## config.mk

```make
export PLATFORM = sky130hd
export DESIGN_NAME = cpx_multiply_axis
export DESIGN_NICKNAME = d
export VERILOG_FILES = /design/src/rtl/cpx_multiply_axis_pkg.sv /design/src/rtl/cpx_multiply_axis_signed_mult_reg.sv /design/src/rtl/cpx_multiply_axis.sv
export SDC_FILE = /design/constraint.sdc
export NUM_CORES = 2
export LEC_CHECK = 0
export CORE_ASPECT_RATIO = 0.7
export CORE_MARGIN = 2
export CORE_UTILIZATION = 45
export CTS_CLUSTER_SIZE = 14
export DETAILED_ROUTE_END_ITERATION = 10
export PLACE_DENSITY = 0.69
export SLEW_MARGIN = 20
export SYNTH_ARGS = -nofsm -noshare
export SYNTH_HDL_FRONTEND = slang
export SYNTH_SLANG_ARGS = --single-unit
```

## constraint.sdc

```tcl
create_clock -name clk -period 5.3 [get_ports clk]
set_input_delay 1.59 -clock clk [delete_from_list [all_inputs] [get_ports clk]]
set_output_delay 1.59 -clock clk [all_outputs]
set_load 0.02 [all_outputs]
```

## src/rtl/cpx_multiply_axis_pkg.sv

```systemverilog
// Shared helpers for the complex multiplier slice.
package cpx_multiply_axis_pkg;

    function automatic int max_int(input int a, input int b);
        return (a > b) ? a : b;
    endfunction

endpackage

```

## src/rtl/cpx_multiply_axis_signed_mult_reg.sv

```systemverilog
// Registered full-precision signed multiply with clock enable and async reset.
module signed_mult_reg #(
    parameter int a_bits = 12,
    parameter int b_bits = 12,
    parameter int p_bits = a_bits + b_bits
) (
    input  logic                     clk,
    input  logic                     rst_n,
    input  logic                     en,
    input  logic signed [a_bits-1:0] a,
    input  logic signed [b_bits-1:0] b,
    output logic signed [p_bits-1:0] p
);

    always_ff @(posedge clk or negedge rst_n) begin
        if (!rst_n) begin
            p <= '0;
        end else if (en) begin
            p <= p_bits'(a) * p_bits'(b);
        end
    end

endmodule

```

## src/rtl/cpx_multiply_axis.sv

```systemverilog
// Two-stage pipelined signed complex multiplier with valid/ready stream handshake.
module cpx_multiply_axis
    import cpx_multiply_axis_pkg::*;
#(
    parameter int xi_bits = 12,
    parameter int xq_bits = 12,
    parameter int yi_bits = 12,
    parameter int yq_bits = 12,
    parameter int i_bits  = 24,
    parameter int q_bits  = 24
) (
    input  logic                      clk,
    input  logic                      rst_n,
    input  logic                      m_axis_tvalid,
    input  logic signed [xi_bits-1:0] xi,
    input  logic signed [xq_bits-1:0] xq,
    input  logic signed [yi_bits-1:0] yi,
    input  logic signed [yq_bits-1:0] yq,
    input  logic                      m_axis_tready,
    output logic                      s_axis_tready,
    output logic                      s_axis_tvalid,
    output logic signed [i_bits-1:0]  i,
    output logic signed [q_bits-1:0]  q
);

    localparam int I_W = max_int(xi_bits + yi_bits, xq_bits + yq_bits) + 1;
    localparam int Q_W = max_int(xi_bits + yq_bits, xq_bits + yi_bits) + 1;

    logic signed [xi_bits+yi_bits-1:0] p_ii;
    logic signed [xq_bits+yq_bits-1:0] p_qq;
    logic signed [xi_bits+yq_bits-1:0] p_iq;
    logic signed [xq_bits+yi_bits-1:0] p_qi;
    logic                              valid1;

    logic signed [I_W-1:0]    i_sum;
    logic signed [Q_W-1:0]    q_sum;
    logic signed [i_bits-1:0] i_fit;
    logic signed [q_bits-1:0] q_fit;

    assign s_axis_tready = m_axis_tready;

    signed_mult_reg #(.a_bits(xi_bits), .b_bits(yi_bits)) u_mul_ii (
        .clk(clk), .rst_n(rst_n), .en(m_axis_tready), .a(xi), .b(yi), .p(p_ii)
    );
    signed_mult_reg #(.a_bits(xq_bits), .b_bits(yq_bits)) u_mul_qq (
        .clk(clk), .rst_n(rst_n), .en(m_axis_tready), .a(xq), .b(yq), .p(p_qq)
    );
    signed_mult_reg #(.a_bits(xi_bits), .b_bits(yq_bits)) u_mul_iq (
        .clk(clk), .rst_n(rst_n), .en(m_axis_tready), .a(xi), .b(yq), .p(p_iq)
    );
    signed_mult_reg #(.a_bits(xq_bits), .b_bits(yi_bits)) u_mul_qi (
        .clk(clk), .rst_n(rst_n), .en(m_axis_tready), .a(xq), .b(yi), .p(p_qi)
    );

    always_ff @(posedge clk or negedge rst_n) begin
        if (!rst_n) begin
            valid1 <= 1'b0;
        end else if (m_axis_tready) begin
            valid1 <= m_axis_tvalid;
        end
    end

    assign i_sum = I_W'(p_ii) - I_W'(p_qq);
    assign q_sum = Q_W'(p_iq) + Q_W'(p_qi);

    // Signed size cast sign-extends when the output is wider and wraps to the low bits otherwise.
    assign i_fit = i_bits'(i_sum);
    assign q_fit = q_bits'(q_sum);

    always_ff @(posedge clk or negedge rst_n) begin
        if (!rst_n) begin
            i             <= '0;
            q             <= '0;
            s_axis_tvalid <= 1'b0;
        end else if (m_axis_tready) begin
            i             <= i_fit;
            q             <= q_fit;
            s_axis_tvalid <= valid1;
        end
    end

endmodule

```

# ---- Word level (Yosys, flattened, before mapping)
# Index checks and enable logic that the tools add are counted.
dict set report totals {
  reg_bits 146
  in_bits 52
  out_inout_bits 50
}
dict set report op_classes {
  add_sub_neg 2
  mul 4
}
# cell n
set op_table {}
lappend op_table {{multiplier 12 x 12 -> 24 bit} 4}
lappend op_table {{adder 24 bit} 1}
lappend op_table {{subtractor 24 bit} 1}

# ---- Logic depth before layout (Yosys ltp)
dict set report logic_depth {
  word_depth 1
  depth_mapped 23
}

# ---- Modules after synthesis
# A second synthesis with hierarchy kept.
dict set report hier_totals {
  cells_unflattened 3215
  area_unflattened_um2 29766.0
}
# module instances area_per_inst_um2 cells_each
set modules_own_cells {}
lappend modules_own_cells {{signed_mult_reg at u_mul_iq ...} 2 6256.0 665}
lappend modules_own_cells {{signed_mult_reg at u_mul_qq} 1 6332.3 677}
lappend modules_own_cells {{signed_mult_reg at u_mul_ii} 1 6306.0 680}
lappend modules_own_cells {cpx_multiply_axis 1 4615.7 528}

# ---- Least setup slack after synthesis
# Ideal clock, no wire load.
dict set report synth_path {
  kind {input-to-reg}
  from {in yi[0]}
  to {reg u_mul_ii.p[23]}
  path_buffers 1
  t_required_ps 5175
  slack_ps -1478
  t_arrival_ps 6654
  path_stages 22
  setup_ps 125
  cell_sequence {clkbuf_1 nand2_1 fa_1 inv_1 ha_1 inv_1 fa_1 inv_1 fa_1 inv_1 fa_1 inv_1 ha_1 o21a_1 o21a_1 o21a_1 o21ai_0 a31oi_1 or4_1 a31oi_1 xnor2_1 mux2_2}
}
dict set report synth_via {
  elab_chain_len 1
}
# element line_no
set synth_lines {}
lappend synth_lines {{from (decl)} cpx_multiply_axis.sv:17} ;# input logic signed [yi_bits-1:0] yi,
lappend synth_lines {{multiplier 12 x 12 -> 24 bit} cpx_multiply_axis_signed_mult_reg.sv:19} ;# p <= p_bits'(a) * p_bits'(b);
lappend synth_lines {{to (signal assigned)} cpx_multiply_axis_signed_mult_reg.sv:19}
lappend synth_lines {{to (decl)} cpx_multiply_axis_signed_mult_reg.sv:12} ;# output logic signed [p_bits-1:0] p
# No other way between the ends.
# A chain may end at the register's enable or synchronous reset.

# ---- Worst setup path in the final report
dict set report layout_path {
  from {in yi[2]}
  to {reg u_mul_ii.p[17]}
}
# The elaborated chain is that of the path after synthesis.

==> summary.md <==
| Metric | Value |
|---|---|
| Post-route ant nets | `0` |
| Hold Path Class | `reg -> reg` |
| Final Slew Violations | `0` |
| CTS Buffer Depth | `2` |
| GPL Wtd Cong | `around 0.9` |
| Register bit total from synthesis | `146` |
| Startpoint types | `input port` |
| Cts bufs inserted | `17` |
| Synthesis-to-layout area growth | `38.0%` |
| Synth top area cells | `fa_1, dfrtp_1, ha_1, inv_1, nand2_1` |
| Vias per cell | `5.12` |
| R2r startpoint | `u_mul_ii.p[0]$_DFFE_PN0P_` |
| Root buf cell | `clkbuf_16` |
| Total gr overflow | `0` |
| Final WL | `between 80000 and 90000 µm` |
| Final Util | `between 60% and 70%` |
| Final hold vios | `0` |
| Area occupied by multi-input gates | `around 0.025 mm²` |
| Most frequent cells in the layout | `inv_1, fa_1, buf_4, nand2_1, ha_1` |
| Nets | `4585` |
| Clock skew | `9.42 ps` |
| Chip Width | `307 µm` |
| Placed cells | `~4400` |
| Worst slew pin tran | `~830 ps` |
| R2R Setup Slk | `approximately 1800 ps` |
| Die H | `216 µm` |
| Tcrit/Tclk final | `119%` |
| Critical path fanouts, max | `3` |
| Register area share after synthesis | `12.6%` |
| Pre-Repair DR Iteration Count | `5` |
| Worst EP required | `between 5000 and 6000 ps` |
| Clk_lat worst skew | `470 ps` |
| Ports | `approximately 100` |
| First-pass GRT wire length | `roughly 140000 µm` |
| DRC viols | `0` |
| Rows | `77` |
| RSZ-0062 raised after global routing | `yes` |
| Crit path kind | `in -> reg` |
| Asr flop ratio synth | `between 90% and 100%` |
| Post-synth top area cell | `fa_1` |
| FMAX | `about 160 MHz` |
| Clock transition at path regs | `roughly 60 ps` |
| EDFF count, synth | `0` |
| CTS tree | `done` |
| Post-Syn Nets | `about 4000` |
| Slew headroom | `between 40% and 50%` |
| Die area | `between 0.06 and 0.07 mm²` |
| TNS Setup | `-36520 ps` |
| Global Route Usage Sum | `around a quarter` |
| DP Wirelength | `about 62000 µm` |
| # H-tree levels | `4` |
| Vias | `between 20000 and 25000` |
| Mean Syn Cell Area | `9.29 µm²` |
| Tmin final | `roughly 6300 ps` |
| Min Hold Slack | `between 400 and 500 ps` |
| Max-cap viol count | `0` |
| Avg WL per Cell | `around 19 µm` |
| Crit path DAT | `6650 ps` |
| Failing checks | `negative setup slack` |
| Area share of the largest cell type after synthesis | `a little under two fifths` |
| Pin count of the biggest net entering global routing | `80` |
| Dominant synthesized flop cell | `dfrtp_1` |
| Final setup vio count | `57` |
| Port-buffer cells | `slightly above 100` |
| Vias in the first global route | `roughly 25000` |
| CP endpoint kind | `register` |
| Core Region | `about 0.063 mm²` |
| FF/Latch Area | `roughly 0.0037 mm²` |
| Finished Layout Cells | `approximately 4600` |
| Syn Std Cell Area | `about 0.029 mm²` |
| Status | `complete, but fails checks` |
| Clk sink count | `roughly 150` |
| DR iter-0 viols | `between 1500 and 2000` |
| CP Launch Point | `yi[2]` |
| Fillers | `4814` |
| Synth Instances | `about 3100` |
| Yosys warning count | `0` |
| Share of layout cells above drive strength 1 | `around a third` |
| Distinct cell type count after synthesis | `between 60 and 70` |
| # diodes | `0` |
| Initial antenna violation count | `7` |
| Initial core utilization | `between 40 and 50%` |
| HP Start | `q[3]$_DFFE_PN0P_` |
| Most common cell after layout, fill and taps aside | `inv_1` |
| Final worst setup slack | `-1010 ps` |
| # hold bufs at CTS | `0` |
-- synth_stat cells, types with 5 or more instances --
| master | number |
|---|---|
| nor2b_1 | 11 |
| nor3_1 | 10 |
| o21bai_1 | 9 |
| inv_1 | 718 |
| o21ai_0 | 54 |
| o31ai_1 | 9 |
| nor2_1 | 91 |
| xor2_1 | 26 |
| xnor2_1 | 108 |
| nor4_1 | 5 |
| fa_1 | 554 |
| and2_1 | 165 |
| o21a_1 | 19 |
| nand2b_1 | 30 |
| o211ai_1 | 11 |
| ha_1 | 250 |
| clkbuf_1 | 112 |
| a211o_1 | 5 |
| and3_1 | 10 |
| o21ai_1 | 13 |
| nand3_1 | 24 |
| a31oi_1 | 12 |
| mux2_2 | 90 |
| nand4_1 | 6 |
| a21o_1 | 44 |
| a311oi_1 | 5 |
| mux2i_1 | 5 |
| dfrtp_1 | 146 |
| a21oi_1 | 87 |
| a211oi_1 | 13 |
| nand2_1 | 414 |
-- logic make-up (layout without fill, tap and decap cells) --
| kind of cell | count (synthesis) | count (layout) | share of synthesized area [%] |
|---|---|---|---|
| compound gates | 315 | 315 | 7.08 |
| flops | 146 | 146 | 12.6 |
| xor+xnor | 134 | 134 | 4.05 |
| simple gates | 786 | 786 | 12.5 |
| buf+inv | 840 | 1460 | 11.0 |
| mux | 96 | 96 | 3.72 |
| fa+ha+maj | 804 | 804 | 49.1 |
-- path summary, 6_finish.rpt --
check | endpoint | depth (start not counted)
worst max register to register | i[22]$_DFFE_PN0P_ | 12
min in group asynchronous | u_mul_qq.p[18]$_DFFE_PN0P_ | 1
worst min-delay path | q[3]$_DFFE_PN0P_ | 1
worst min register to register | q[3]$_DFFE_PN0P_ | 1
max in group asynchronous | q[11]$_DFFE_PN0P_ | 2
worst max-delay path | u_mul_ii.p[17]$_DFFE_PN0P_ | 21
-- registers in the layout (all words and copies together), names as in the netlist --
register       flops
u_mul_iq.p        24
s_axis_tvalid      1
valid1             1
u_mul_qq.p        24
u_mul_qi.p        24
i                 24
q                 24
u_mul_ii.p        24
-- worst max-delay path: stages --
cell       delay (ps)
buf_4             130
buf_6             130
buf_4             150
and2_1            150
fa_1              510
ha_1              340
fa_1              500
fa_1              550
inv_1              50
fa_1              480
inv_1              60
ha_2              190
or3_4             410
o2111ai_4         280
buf_6             140
buf_6              80
buf_6             100
nand2_4            60
a311oi_2          310
xnor2_1           170
mux2_4            280
-- routing by layer --
| layer | vias to the layer above | part of all wire [%] | wire length (µm) | global-route usage [%] |
|---|---|---|---|---|
| met2 | 743 | 48 | 40700 | 42.7 |
| met4 | 10 | 2.6 | 2220 | 5.98 |
| met5 | - | 0.076 | 65 | 0 |
| met3 | 170 | 6.4 | 5480 | 4.91 |
| li1 | 10700 | - | - | - |
| met1 | 11800 | 43 | 37200 | 35.8 |
-- through the flow --
stage | area, µm² | setup WS, ps
final | 40000 | -1010
after global routing | 40000 | -1130
after CTS | 38800 | -933
after detailed placement | 35200 | -1900
after global placement | 35200 | -1830
after floorplan | 30900 | -1100
-- cell type report --
| cell class | count | area share (%) |
|---|---|---|
| timing repair buffer | 708 | 18.1 |
| sequential | 146 | 9.13 |
| multi-input combinational | 2135 | 62.1 |
| clock buffer | 19 | 1.11 |
| inverter | 721 | 6.80 |
| clock inverter | 12 | 0.213 |
| tap | 829 | 2.59 |
-- timing repair --
item / CTS / global route
pin swaps: 265 / 191
endpoints found under the setup margin: 68 / 61
setup buffers: 152 / 54
cloned: 13 / 3
resized for setup: 588 / 259
Power is left out: the tool's default activity adds up to more than one toggle a clock period on the data nets, which glitch-free logic cannot reach.
